**src/rtl/parity_serial_rx_if.sv**
```systemverilog
// Output stream of the parity-checked serial receiver: received word, error
// flags and overrun strobe, with the word handed over on a valid/ready handshake.
interface parity_serial_rx_if #(
  parameter int N_DATA = 8
);
  logic [N_DATA-1:0] m_data;
  logic              m_valid;
  logic              m_ready;
  logic              parity_err;
  logic              frame_err;
  logic              overrun;

  modport master (
    output m_data, m_valid, parity_err, frame_err, overrun,
    input  m_ready
  );

  modport slave (
    input  m_data, m_valid, parity_err, frame_err, overrun,
    output m_ready
  );
endinterface

```
**src/rtl/parity_serial_rx.sv**
```systemverilog
// Parity-protected async serial receiver: start, N_DATA bits LSB first, parity,
// stop; each frame lands in a one-deep valid/ready output register.
module parity_serial_rx #(
  parameter int N_DATA       = 8,
  parameter int CLKS_PER_BIT = 16
) (
  input  logic               clk,
  input  logic               rst,
  input  logic               rx_in,
  input  logic               p_type,
  output logic               busy,
  parity_serial_rx_if.master m_if
);

  localparam int CW = $clog2(CLKS_PER_BIT);
  localparam int BW = (N_DATA > 1) ? $clog2(N_DATA) : 1;
  localparam logic [CW-1:0] HALF_LAST = CW'(CLKS_PER_BIT / 2 - 1);
  localparam logic [CW-1:0] BIT_LAST  = CW'(CLKS_PER_BIT - 1);
  localparam logic [BW-1:0] DATA_LAST = BW'(N_DATA - 1);

  typedef enum logic [2:0] {
    S_IDLE,
    S_START,
    S_DATA,
    S_PARITY,
    S_STOP
  } state_e;

  state_e            state;
  state_e            state_d;
  logic              rx_meta;
  logic              rx_s;
  logic              rx_prev;
  logic [CW-1:0]     cnt;
  logic [BW-1:0]     bit_idx;
  logic [N_DATA-1:0] shift;
  logic              ptype_lat;
  logic              par_acc;
  logic              perr_q;
  logic              tick;
  logic              start_edge;
  logic              confirm;
  logic              frame_done;
  logic              slot_free;

  // Two-flop synchroniser plus one history flop for falling-edge detection.
  always_ff @(posedge clk) begin
    if (rst) begin
      rx_meta <= 1'b1;
      rx_s    <= 1'b1;
      rx_prev <= 1'b1;
    end else begin
      rx_meta <= rx_in;
      rx_s    <= rx_meta;
      rx_prev <= rx_s;
    end
  end

  assign start_edge = rx_prev & ~rx_s;

  always_comb begin
    // NOTE: every signal gets its default before the case, so no path leaves it unassigned and no latch is inferred.
    state_d = state;
    tick    = (state == S_START) ? (cnt == HALF_LAST) : (cnt == BIT_LAST);
    case (state)
      S_IDLE:   if (start_edge) state_d = S_START;
      S_START:  if (tick) state_d = rx_s ? S_IDLE : S_DATA;
      S_DATA:   if (tick && bit_idx == DATA_LAST) state_d = S_PARITY;
      S_PARITY: if (tick) state_d = S_STOP;
      S_STOP:   if (tick) state_d = S_IDLE;
      default:  state_d = S_IDLE;
    endcase
  end

  always_ff @(posedge clk) begin
    // NOTE: registers take non-blocking assignments so every flop samples pre-edge values, whatever the statement order.
    if (rst) state <= S_IDLE;
    else     state <= state_d;
  end

  assign confirm    = (state == S_START) && tick && !rx_s;
  assign frame_done = (state == S_STOP) && tick;
  assign slot_free  = !m_if.m_valid || m_if.m_ready;
  assign busy       = (state != S_IDLE);

  // Counter restarts on every sample point, so the next one lands a full bit later.
  always_ff @(posedge clk) begin
    if (rst) begin
      cnt       <= '0;
      bit_idx   <= '0;
      ptype_lat <= 1'b0;
      par_acc   <= 1'b0;
      perr_q    <= 1'b0;
    end else begin
      if (state == S_IDLE || tick) cnt <= '0;
      else                         cnt <= cnt + 1'b1;

      if (state == S_IDLE)             bit_idx <= '0;
      else if (state == S_DATA && tick) bit_idx <= bit_idx + 1'b1;

      if (confirm) begin
        ptype_lat <= p_type;
        par_acc   <= 1'b0;
      end
      if (state == S_DATA && tick)   par_acc <= par_acc ^ rx_s;
      if (state == S_PARITY && tick) perr_q  <= (par_acc ^ rx_s) != ~ptype_lat;
    end
  end

  // NOTE: the data shift register has no reset; every bit is rewritten in each frame before it can reach m_data.
  always_ff @(posedge clk) begin
    if (state == S_DATA && tick) shift[bit_idx] <= rx_s;
  end

  // Output slot: load on frame end if free, otherwise drop the frame and flag overrun.
  always_ff @(posedge clk) begin
    if (rst) begin
      m_if.m_data     <= '0;
      m_if.m_valid    <= 1'b0;
      m_if.parity_err <= 1'b0;
      m_if.frame_err  <= 1'b0;
      m_if.overrun    <= 1'b0;
    end else begin
      m_if.overrun <= frame_done && !slot_free;
      if (frame_done && slot_free) begin
        m_if.m_data     <= shift;
        m_if.parity_err <= perr_q;
        m_if.frame_err  <= ~rx_s;
        m_if.m_valid    <= 1'b1;
      end else if (m_if.m_valid && m_if.m_ready) begin
        m_if.m_valid <= 1'b0;
      end
    end
  end

endmodule

```
**src/flat_wrapper.sv**
```systemverilog
// flat-port wrapper written by rule: the top's interface ports become plain ports
module parity_serial_rx_flat 
#(
  parameter int N_DATA       = 8,
  parameter int CLKS_PER_BIT = 16
)
  (clk, rst, rx_in, p_type, busy, m_if_m_data, m_if_m_valid, m_if_parity_err, m_if_frame_err, m_if_overrun, m_if_m_ready);
  parity_serial_rx_if #(.N_DATA(N_DATA)) m_if_i ();
  input  logic clk;
  input  logic rst;
  input  logic rx_in;
  input  logic p_type;
  output logic busy;
  output wire logic [$bits(m_if_i.m_data)-1:0] m_if_m_data;
  output wire logic [$bits(m_if_i.m_valid)-1:0] m_if_m_valid;
  output wire logic [$bits(m_if_i.parity_err)-1:0] m_if_parity_err;
  output wire logic [$bits(m_if_i.frame_err)-1:0] m_if_frame_err;
  output wire logic [$bits(m_if_i.overrun)-1:0] m_if_overrun;
  input wire logic [$bits(m_if_i.m_ready)-1:0] m_if_m_ready;
  assign m_if_m_data = m_if_i.m_data;
  assign m_if_m_valid = m_if_i.m_valid;
  assign m_if_parity_err = m_if_i.parity_err;
  assign m_if_frame_err = m_if_i.frame_err;
  assign m_if_overrun = m_if_i.overrun;
  assign m_if_i.m_ready = m_if_m_ready;
  parity_serial_rx #(.N_DATA(N_DATA), .CLKS_PER_BIT(CLKS_PER_BIT)) u_core (.clk(clk), .rst(rst), .rx_in(rx_in), .p_type(p_type), .busy(busy), .m_if(m_if_i));
endmodule
```
**config.mk**
```make
export PLATFORM = sky130hd
export DESIGN_NAME = parity_serial_rx_flat
export DESIGN_NICKNAME = d
export VERILOG_FILES = /design/src/rtl/parity_serial_rx_if.sv /design/src/rtl/parity_serial_rx.sv /design/src/flat_wrapper.sv
export SDC_FILE = /design/constraint.sdc
export NUM_CORES = 1
export LEC_CHECK = 0
export CORE_ASPECT_RATIO = 0.8
export CORE_MARGIN = 3
export CORE_UTILIZATION = 59
export CTS_BUF_LIST = sky130_fd_sc_hd__clkbuf_16
export CTS_CLUSTER_SIZE = 28
export DETAILED_ROUTE_END_ITERATION = 16
export GPL_ROUTABILITY_DRIVEN = 1
export PLACE_DENSITY = 0.82
export SYNTH_ARGS = -nofsm -noshare
export SYNTH_HDL_FRONTEND = slang
export SYNTH_SLANG_ARGS = --single-unit
```
**constraint.sdc**
```tcl
create_clock -name clk -period 2.4 [get_ports clk]
set_input_delay 0.24 -clock clk [delete_from_list [all_inputs] [get_ports clk]]
set_output_delay 0.24 -clock clk [all_outputs]
set_load 0.05 [all_outputs]
```
After elaboration in Yosys (flattened, before gate mapping)
Index checks and enable logic that the tools add are counted.
{"block": "word_totals", "register_bits": 36, "out_inout_bits": 13, "wordCells": 73}
{"block": "classes", "add_sub_neg": 2, "n_lt_le_gt_ge": 2, "n_eq_ne": 13, "n_mux": 15, "n_bitwise": 4, "n_reduce_logical": 22}
{"operator": "2-to-1 mux 3 bit", "count": 5}
{"operator": "one-hot mux 3 bit (5 select lines)", "count": 1}
{"operator": "logical AND 1 bit", "count": 10}
{"operator": "inequality test 2 x 1 -> 1 bit (second input constant)", "count": 5}
{"operator": "bitwise mux 8 bit", "count": 1}
{"operator": "== test 3 x 2 -> 1 bit (second input constant)", "count": 2}
{"operator": "== test 3 bit (second input constant)", "count": 2}
{"operator": "2-to-1 mux 1 bit", "count": 6}
{"operator": "AND reduction 5 bit", "count": 1}
{"operator": "adder 4 x 1 -> 4 bit (second input constant)", "count": 1}
{"operator": "== test 4 x 3 -> 1 bit (second input constant)", "count": 1}
{"operator": "== test 4 bit (second input constant)", "count": 1}
{"operator": "less-than comparator 3 x 4 -> 1 bit (second input constant)", "count": 1}
{"operator": "nonzero test 2 bit", "count": 2}
{"operator": "OR reduction 2 bit", "count": 2}
{"operator": "adder 3 x 1 -> 3 bit (second input constant)", "count": 1}
{"operator": "demux 1 bit (select 3 bit)", "count": 1}
{"operator": "== test 3 x 1 -> 1 bit (second input constant)", "count": 1}
{"operator": ">= comparator 3 x 1 -> 1 bit (second input constant)", "count": 1}
{"operator": "logical NOT 1 bit", "count": 3}
{"operator": "logical NOT 3 bit", "count": 1}
{"operator": "nonzero test 3 bit", "count": 1}
{"operator": "logical OR 1 bit", "count": 2}
{"operator": "2-to-1 mux 2 bit", "count": 1}
{"operator": "other kinds (4)", "count": 5}

Logic depth before layout (Yosys ltp)
Gate-level depths: netlist of run 1.
{"block": "logic_depth", "ltp_word": 6, "mapped_depth": 7}

Worst setup path before layout of run 1
OpenSTA, ideal clock, no wires.
{"block": "synth_timing", "path_type": "register -> register", "startpoint": "register u_core.cnt[0]", "endpoint": "register u_core.shift[0] (enable)", "setup_ps": 312, "arrival_ps": 1273, "t_required_ps": 2088, "path_slack_ps": 815, "path_stages_with_launch": 6, "n_path_buf": 1, "synth_period_minus_slack_ps": 1585, "path_cell_list": "dfxtp_1 > ha_1 > buf_6 > nand4b_1 > or3_4 > nor3_1"}
{"block": "synth_between", "elab_chain_cells": 3, "elab_cells_between_ends": 4, "cone_classes": "eq/ne (2); mux (1); reduce/logical (1)"}
{"element": "start: declaration", "line": "parity_serial_rx.sv:34", "source": "logic [CW-1:0] cnt;"}
{"element": "start signal: assignment", "line": "parity_serial_rx.sv:96", "source": "else cnt <= cnt + 1'b1;"}
{"element": "== test 4 bit or == test 4 x 3 -> 1 bit (tied branches)", "line": "parity_serial_rx.sv:64", "source": "tick = (state == S_START) ? (cnt == HALF_LAST) : (cnt == BIT_LAST);"}
{"element": "2-to-1 mux 1 bit *", "line": "parity_serial_rx.sv:64"}
{"element": "logical AND 1 bit *", "line": "parity_serial_rx.sv:112", "source": "if (state == S_DATA && tick) shift[bit_idx] <= rx_s;"}
{"element": "end signal: indexed assignment", "line": "parity_serial_rx.sv:112"}
{"element": "end: declaration", "line": "parity_serial_rx.sv:36", "source": "logic [N_DATA-1:0] shift;"}
Mark *: on every way between the ends. The rest lies on a longest branch, timed or not.
A chain may end at the register's enable or synchronous reset.

Final worst setup path of run 1
{"block": "layout_timing", "startpoint": "register u_core.state[2]", "endpoint": "output port busy"}
{"block": "layout_between", "elab_chain_cells": 1}
{"element": "start: declaration", "line": "parity_serial_rx.sv:29", "source": "state_e state;"}
{"element": "start signal: assignment", "line": "parity_serial_rx.sv:78", "source": "else state <= state_d;"}
{"element": "nonzero test 3 bit", "line": "parity_serial_rx.sv:84", "source": "assign busy = (state != S_IDLE);"}
{"element": "end: declaration", "line": "flat_wrapper.sv:13", "source": "output logic busy;"}
No other way between the ends.

==> results of run 1 <==
## power breakdown
part	internal, uW	switching (uW)	leakage (uW)
clock network	376	231	0.0000710
logic	20.7	18.8	0.000287
registers	622	5.56	0.000296
total	1020	256	0.000655
## per-stage QoR
stage / std cells / total power [uW] / instance area, um2
after detailed placement: 202 / 679.4 / 1773
after global routing: 210 / 1316 / 1912
after floorplan: 159 / 666.3 / 1642
final: 210 / 1275 / 1912
after global placement: 202 / 677.6 / 1773
after CTS: 210 / 1282 / 1912
## metal layers
metal | vias to the layer above | GRT usage, %
met2 | 70 | 36.50
met4 | 0 | 10.18
li1 | 583 | -
met5 | - | 0
met1 | 575 | 25.36
met3 | 12 | 11.04
## cell families (layout without fill, tap and decap cells)
| kind of cell | after synthesis | in the layout | share of synthesized area [%] |
|---|---|---|---|
| XOR/XNOR | 3 | 3 | 2.439 |
| flip-flops | 36 | 36 | 48.78 |
| multiplexers | 11 | 11 | 6.708 |
| buffers and inverters | 13 | 28 | 6.021 |
| AND/OR/NAND/NOR | 75 | 75 | 27.14 |
| AO/OA/AOI/OAI | 18 | 18 | 6.631 |
| adder cells (fa/ha/maj) | 3 | 3 | 2.287 |
## placed cells by master, fill, tap and decap left out, types with 2 or more instances in the layout
cell type	synthesis	final
nor3_1	8	8
clkinv_2	0	2
edfxtp_1	8	8
nand4b_1	2	2
o21ai_0	5	5
ha_1	3	3
a21oi_1	7	7
inv_1	2	2
nand3_1	8	8
clkbuf_16	0	5
clkdlybuf4s50_1	0	17
nor2b_1	2	2
nor3b_1	2	2
nand2_1	5	5
mux2i_1	11	11
or2_2	3	3
nand2b_1	23	23
nor2_1	10	10
dfxtp_1	28	28
## final cells by class
cell class | instances | share of cell area [%]
Timing Repair Buffer | 18 | 9.293
Sequential cell | 36 | 41.88
Clock buffer | 5 | 6.545
Multi-Input combinational cell | 110 | 38.81
Clock inverter | 3 | 0.7199
Tap cell | 36 | 2.356
Inverter | 2 | 0.3927
## state kept, by name, summed over array words and instances, names as in the netlist
name and cells:
u_core.bit_idx 3, u_core.rx_prev 1, u_core.state 3, u_core.m_if.parity_err 1, u_core.m_if.m_valid 1, u_core.par_acc 1, u_core.perr_q 1, u_core.rx_meta 1
u_core.ptype_lat 1, u_core.m_if.overrun 1, u_core.m_if.m_data 8, u_core.shift 8, u_core.m_if.frame_err 1, u_core.rx_s 1, u_core.cnt 4
## worst max-delay path, delay by kind of cell, from the launching register on
| kind | cells | cell delay (ns) |
|---|---|---|
| and+or+nand+nor | 1 | 0.53 |
| buffers and inverters | 1 | 0.72 |
| DFF | 1 | 0.39 |
## how the worst max path moves through the flow
stage | start | end | slack (ns) | depth (start not counted)
2_1_floorplan | u_core.cnt[0]$_SDFF_PP0_ | u_core.shift[0]$_DFFE_PP_ | 0.81 | 5
3_3_place_gp | u_core.state[2]$_SDFFE_PP0P_ | busy | 0.58 | 2
3_5_place_dp | u_core.state[2]$_SDFFE_PP0P_ | busy | 0.57 | 2
4_1_cts | u_core.state[2]$_SDFFE_PP0P_ | busy | 0.26 | 2
5_1_grt | u_core.state[2]$_SDFFE_PP0P_ | busy | 0.18 | 2
6_report | u_core.state[2]$_SDFFE_PP0P_ | busy | 0.25 | 2
==> results.yml, run 1 <==
timing:
  drv_slew: 0
  tightest_slew_ns: 0.5007
  final.setup.tns_ns: 0
  fin_ws_ns: 0.2483
  setup_viol: 0
  rsz0062_at_grt: "false"
  slew_headroom_pct: 66.52
  timing.final.crit_share_pct: 89.65
  layout_min_cycle_time_ns: 2.152
  fin_skew_ns: 0.004224
  finalHoldViolCount: 0
  fmax_ghz: 0.4648
  whs_ns: 0.4129
route:
  ant_nets: 0
  drc: 0
  drtPass1Iterations: 4
  wl_met1_um: 1315
  route.vias.total: 1240
  avgRoutedWirePerCell_um: 15.65
  top_layer: "met4"
  dr_wl_met3_um: 331
  drt_iter0_markers: 98
  drt_wl_total_um: 3287
  via_per_inst: 5.905
  met2_length_um: 1540
clock_tree:
  cts-root-buf: "clkbuf_16"
  post_cts_buffers: 0
  cts.reportedPaths.clkPinSlew_ns: 0.05
  htreeDepth: 2
  clk_path_buf_depth: 2
  clock_latency_ns: 0.28
  numCtsBuffers: 5
  cts_sinks: 36
  postCtsHoldBufs: 0
  cts_tree: "built"
  cts_resized: 0
global_route:
  antenna_found_initial: 0
  grt_pass1_vias: 1158
  grt_pass1_wl_um: 5506
  globalRouteOverflowTotal: 0
  grt_max_degree: 18
  track_usage_pct: 22.61
setup_path:
  worst-r2r-setup-slack_ns: 0.52
  worst-setup-path-type: "register to primary output"
  r2r_end: "u_core.shift[0]$_DFFE_PP_"
  critical_path.cell_chain: "or3_2 -> clkdlybuf4s50_1"
  cp_data_arrival_time_ns: 1.91
  cp_max_fo: 10
  slowest_stage: "clkdlybuf4s50_1"
  crit_path_max_incr_delay_ns: 0.72
  r2r_start: "u_core.cnt[0]$_SDFF_PP0_"
  critPathCaptureType: "primary output"
  rr_worst_depth: 4
  crit_required_ns: 2.16
  start_kind: "register"
worst_hold_path:
  hp-class: "register to register"
  worstHoldPathCells: 1
  hold_start: "u_core.rx_meta$_SDFF_PP1_"
  whs_endpoint: "u_core.rx_s$_SDFF_PP1_"
logic_synthesis:
  ys_ff_latch: 36
  ys_warn_count: 0
  synth.most_common_cell: "dfxtp_1"
  synth_cell_types: 41
  synth.largest_area_cell: "dfxtp_1"
  synth-edff-count: 8
  synth_common_cells: "28 x dfxtp_1, 23 x nand2b_1, 11 x mux2i_1"
  avgSynthCellArea_um2: 10.32
  synthArstFlopShare_pct: 0
  ys_seq_area_share_pct: 48.78
  synth_ff_type: "dfxtp_1"
  synth_top_area_share_pct: 34.15
  netlist_top_cells_area: "dfxtp_1 34%, edfxtp_1 15%, nand2b_1 8.8%"
  synthCells: 159
  syn_nets: 167
  netlist_area_um2: 1642
floorplan:
  start_util_pct: 64.57
  die_w_um: 64.98
  num_rows: 16
  core_um2: 2542
  io_pins: 18
  die_h_um: 53.18
  die_area_um2: 3455
final_layout:
  final_nets: 181
  syn_to_final_growth_pct: 16.46
  layout-drive-gt1-share_pct: 10.34
  antenna-diode-count: 0
  fill_cells: 197
  final_core_util_pct: 75.20
  multi_input_area_um2: 742.0
  ff_latch_area_um2: 800.8
place:
  place_congestion: 0.9109
  post-dp-hpwl_um: 2236
  io_buffers: 17
  dpl_worst_slack_ns: 0.5677
power:
  vdd_ir_drop_max_mv: 0.6183
  p_leak_uw: 0.0006547
  p_per_area_nw_per_um2: 666.7
run:
  cap_violations: 0
run_status:
  status: "complete, no violations"
(Power assumes the default switching activity.)
==> inputs of run 2 (changes only) <==
--- a/config.mk
+++ b/config.mk
@@ -7,12 +7,14 @@
 export LEC_CHECK = 0
 export CORE_ASPECT_RATIO = 0.8
 export CORE_MARGIN = 3
-export CORE_UTILIZATION = 59
+export CORE_UTILIZATION = 49
 export CTS_BUF_LIST = sky130_fd_sc_hd__clkbuf_16
+export CTS_CLUSTER_DIAMETER = 40
 export CTS_CLUSTER_SIZE = 28
 export DETAILED_ROUTE_END_ITERATION = 16
 export GPL_ROUTABILITY_DRIVEN = 1
-export PLACE_DENSITY = 0.82
+export PLACE_DENSITY = 0.73
+export SLEW_MARGIN = 30
 export SYNTH_ARGS = -nofsm -noshare
 export SYNTH_HDL_FRONTEND = slang
 export SYNTH_SLANG_ARGS = --single-unit
==> constraint.sdc (replaced) <==
create_clock -name clk -period 1.9 [get_ports clk]
set_input_delay 0.19 -clock clk [delete_from_list [all_inputs] [get_ports clk]]
set_output_delay 0.19 -clock clk [all_outputs]
set_load 0.05 [all_outputs]
==> run 2 against run 1 <==
  * Sequential power grew 26%
  * Cell area is 1.4% higher
  * Die area up 18%
  * Routed wire length is 14% lower
  * Final cell count grew 3.3%
  * Power rose by 26%
  * First-iteration DRC count down 45%
  * Critical path depth grew 2
  * Register-to-register slack lost 0.34 ns
  * Clock skew rose by 0.0020 ns
  * Critical path type is now register to register
  * Largest cell class unchanged
==> results.yml, run 2 (synthesized netlist as in run 1, its figures left out) <==
timing:
  fin_ws_ns: 0.1839
  rsz0062_at_grt: "false"
  tightest_slew_ns: 0.4934
  layout_min_cycle_time_ns: 1.716
  drv_slew: 0
  finalHoldViolCount: 0
  slew_headroom_pct: 67.00
  final.setup.tns_ns: 0
  fin_skew_ns: 0.006225
  timing.final.crit_share_pct: 90.32
  setup_viol: 0
  fmax_ghz: 0.5827
clock_tree:
  cts_tree: "built"
  numCtsBuffers: 5
  cts_sinks: 36
  htreeDepth: 2
  cts.reportedPaths.clkPinSlew_ns: 0.06
  clock_latency_ns: 0.28
  postCtsHoldBufs: 0
  clk_path_buf_depth: 2
  cts-root-buf: "clkbuf_16"
run:
  cap_violations: 0
power:
  p_total_uw: 1601
  vdd_ir_drop_max_mv: 0.5811
  p_per_area_nw_per_um2: 826.2
  p_leak_uw: 0.0006733
final_layout:
  layout-drive-gt1-share_pct: 12.43
  instances_no_fill: 217
  final_nets: 184
  reg_top3: "u_core.m_if.m_data (8), u_core.shift (8), u_core.cnt (4)"
  final_core_util_pct: 61.47
  mostFrequentLayoutCell: "dfxtp_1"
  antenna-diode-count: 0
  syn_to_final_growth_pct: 18.06
  final_cell_mix: "28 x dfxtp_1, 23 x nand2b_1, 16 x clkdlybuf4s50_1, 11 x mux2i_1, 10 x nor2_1"
setup_path:
  r2r_end: "u_core.shift[0]$_DFFE_PP_"
  critical_path.cell_chain: "ha_2 -> nand4b_1 -> or3_4 -> nor3_1"
  crit_path_max_incr_delay_ns: 0.40
  start_kind: "register"
  critPathCaptureType: "register"
  crit_required_ns: 1.87
  worst-setup-path-type: "register to register"
  cp_top_family: "simple AND/OR/NAND/NOR gates"
  slowest_stage: "or3_4"
  path_buf_inv: 0
  cp_max_fo: 9
  cp_data_arrival_time_ns: 1.69
  rr_worst_depth: 4
  worst-r2r-setup-slack_ns: 0.18
  r2r_start: "u_core.cnt[0]$_SDFF_PP0_"
place:
  io_buffers: 17
  place_congestion: 0.8704
  dpl_worst_slack_ns: 0.1150
  placed_cells: 209
  post-dp-hpwl_um: 2054
worst_hold_path:
  hp-class: "register to register"
  worstHoldPathCells: 1
  whs_endpoint: "u_core.rx_s$_SDFF_PP1_"
  hold_start: "u_core.rx_meta$_SDFF_PP1_"
floorplan:
  die_w_um: 70.71
  start_util_pct: 52.06
  core_um2: 3153
  die_area_um2: 4085
  num_rows: 18
  io_pins: 18
  die_h_um: 57.77
global_route:
  antenna_found_initial: 0
  grt_pass1_vias: 1022
  grt_max_degree: 19
  track_usage_pct: 14.72
  grt_pass1_wl_um: 4650
  globalRouteOverflowTotal: 0
route:
  drtPass1Iterations: 5
  ant_nets: 0
  drt_wl_total_um: 2813
  drc: 0
  drt_iter0_markers: 54
  via_per_inst: 5.382
  route.vias.total: 1168
  avgRoutedWirePerCell_um: 12.96
run_status:
  status: "complete, no violations"
-- run 2: cell count changes in the layout (fill, tap and decap cells not counted), sizes merged --
cell           change
buf                +4
clkdlybuf4s50      -1
clkinv             -2
inv                +2
-- run 2: final cells by class --
class | count | area, um2
clock buffers | 5 | 125.1
well taps | 40 | 50.05
repair buffers | 21 | 197.7
fillers | 267 | 1215
flip-flops and latches | 36 | 800.8
multi-input cells | 110 | 744.5
clock inverters | 3 | 12.51
inverters | 2 | 7.507
-- run 2: power breakdown --
group	internal (uW)	leakage (uW)	switching (uW)
sequential	786	0.000296	6.05
combinational	27.9	0.000301	24.2
clock	473	0.0000762	284
-- run 2: what timing repair did --
action,CTS,global route
setup endpoints to repair,0,2
setup buffers,0,0
gates resized for setup,0,1
endpoints found under the hold margin,0,0
-- run 2: per-stage QoR --
stage               hold slack, ns  cell area [um2]
finish                      0.4090             1938
floorplan                   0.2938             1642
global placement            0.3972             1798
CTS                         0.4123             1936
global route                0.4168             1938
detailed placement          0.3961             1798
-- run 2: worst max path at each step --
stage,to,slack [ns],startpoint,cells past startpoint
detailed placement,u_core.shift[0]$_DFFE_PP_,0.11,u_core.cnt[0]$_SDFF_PP0_,4
floorplan,u_core.shift[0]$_DFFE_PP_,0.31,u_core.cnt[0]$_SDFF_PP0_,5
CTS,u_core.shift[0]$_DFFE_PP_,0.12,u_core.cnt[0]$_SDFF_PP0_,4
global placement,u_core.shift[0]$_DFFE_PP_,0.20,u_core.cnt[0]$_SDFF_PP0_,4
global route,u_core.shift[0]$_DFFE_PP_,0.05,u_core.cnt[0]$_SDFF_PP0_,4
finish,u_core.shift[0]$_DFFE_PP_,0.18,u_core.cnt[0]$_SDFF_PP0_,4
-- run 2: metal layers --
layer  part of all wire, %  wire (um)  up-vias  GRT usage, %
met5                     0          0        -             0
met1                    49       1388      542         19.89
li1                      -          -      594             -
met4                   1.8         51        0         7.775
met3                   4.5        127        6         4.853
met2                    44       1246       26         21.00
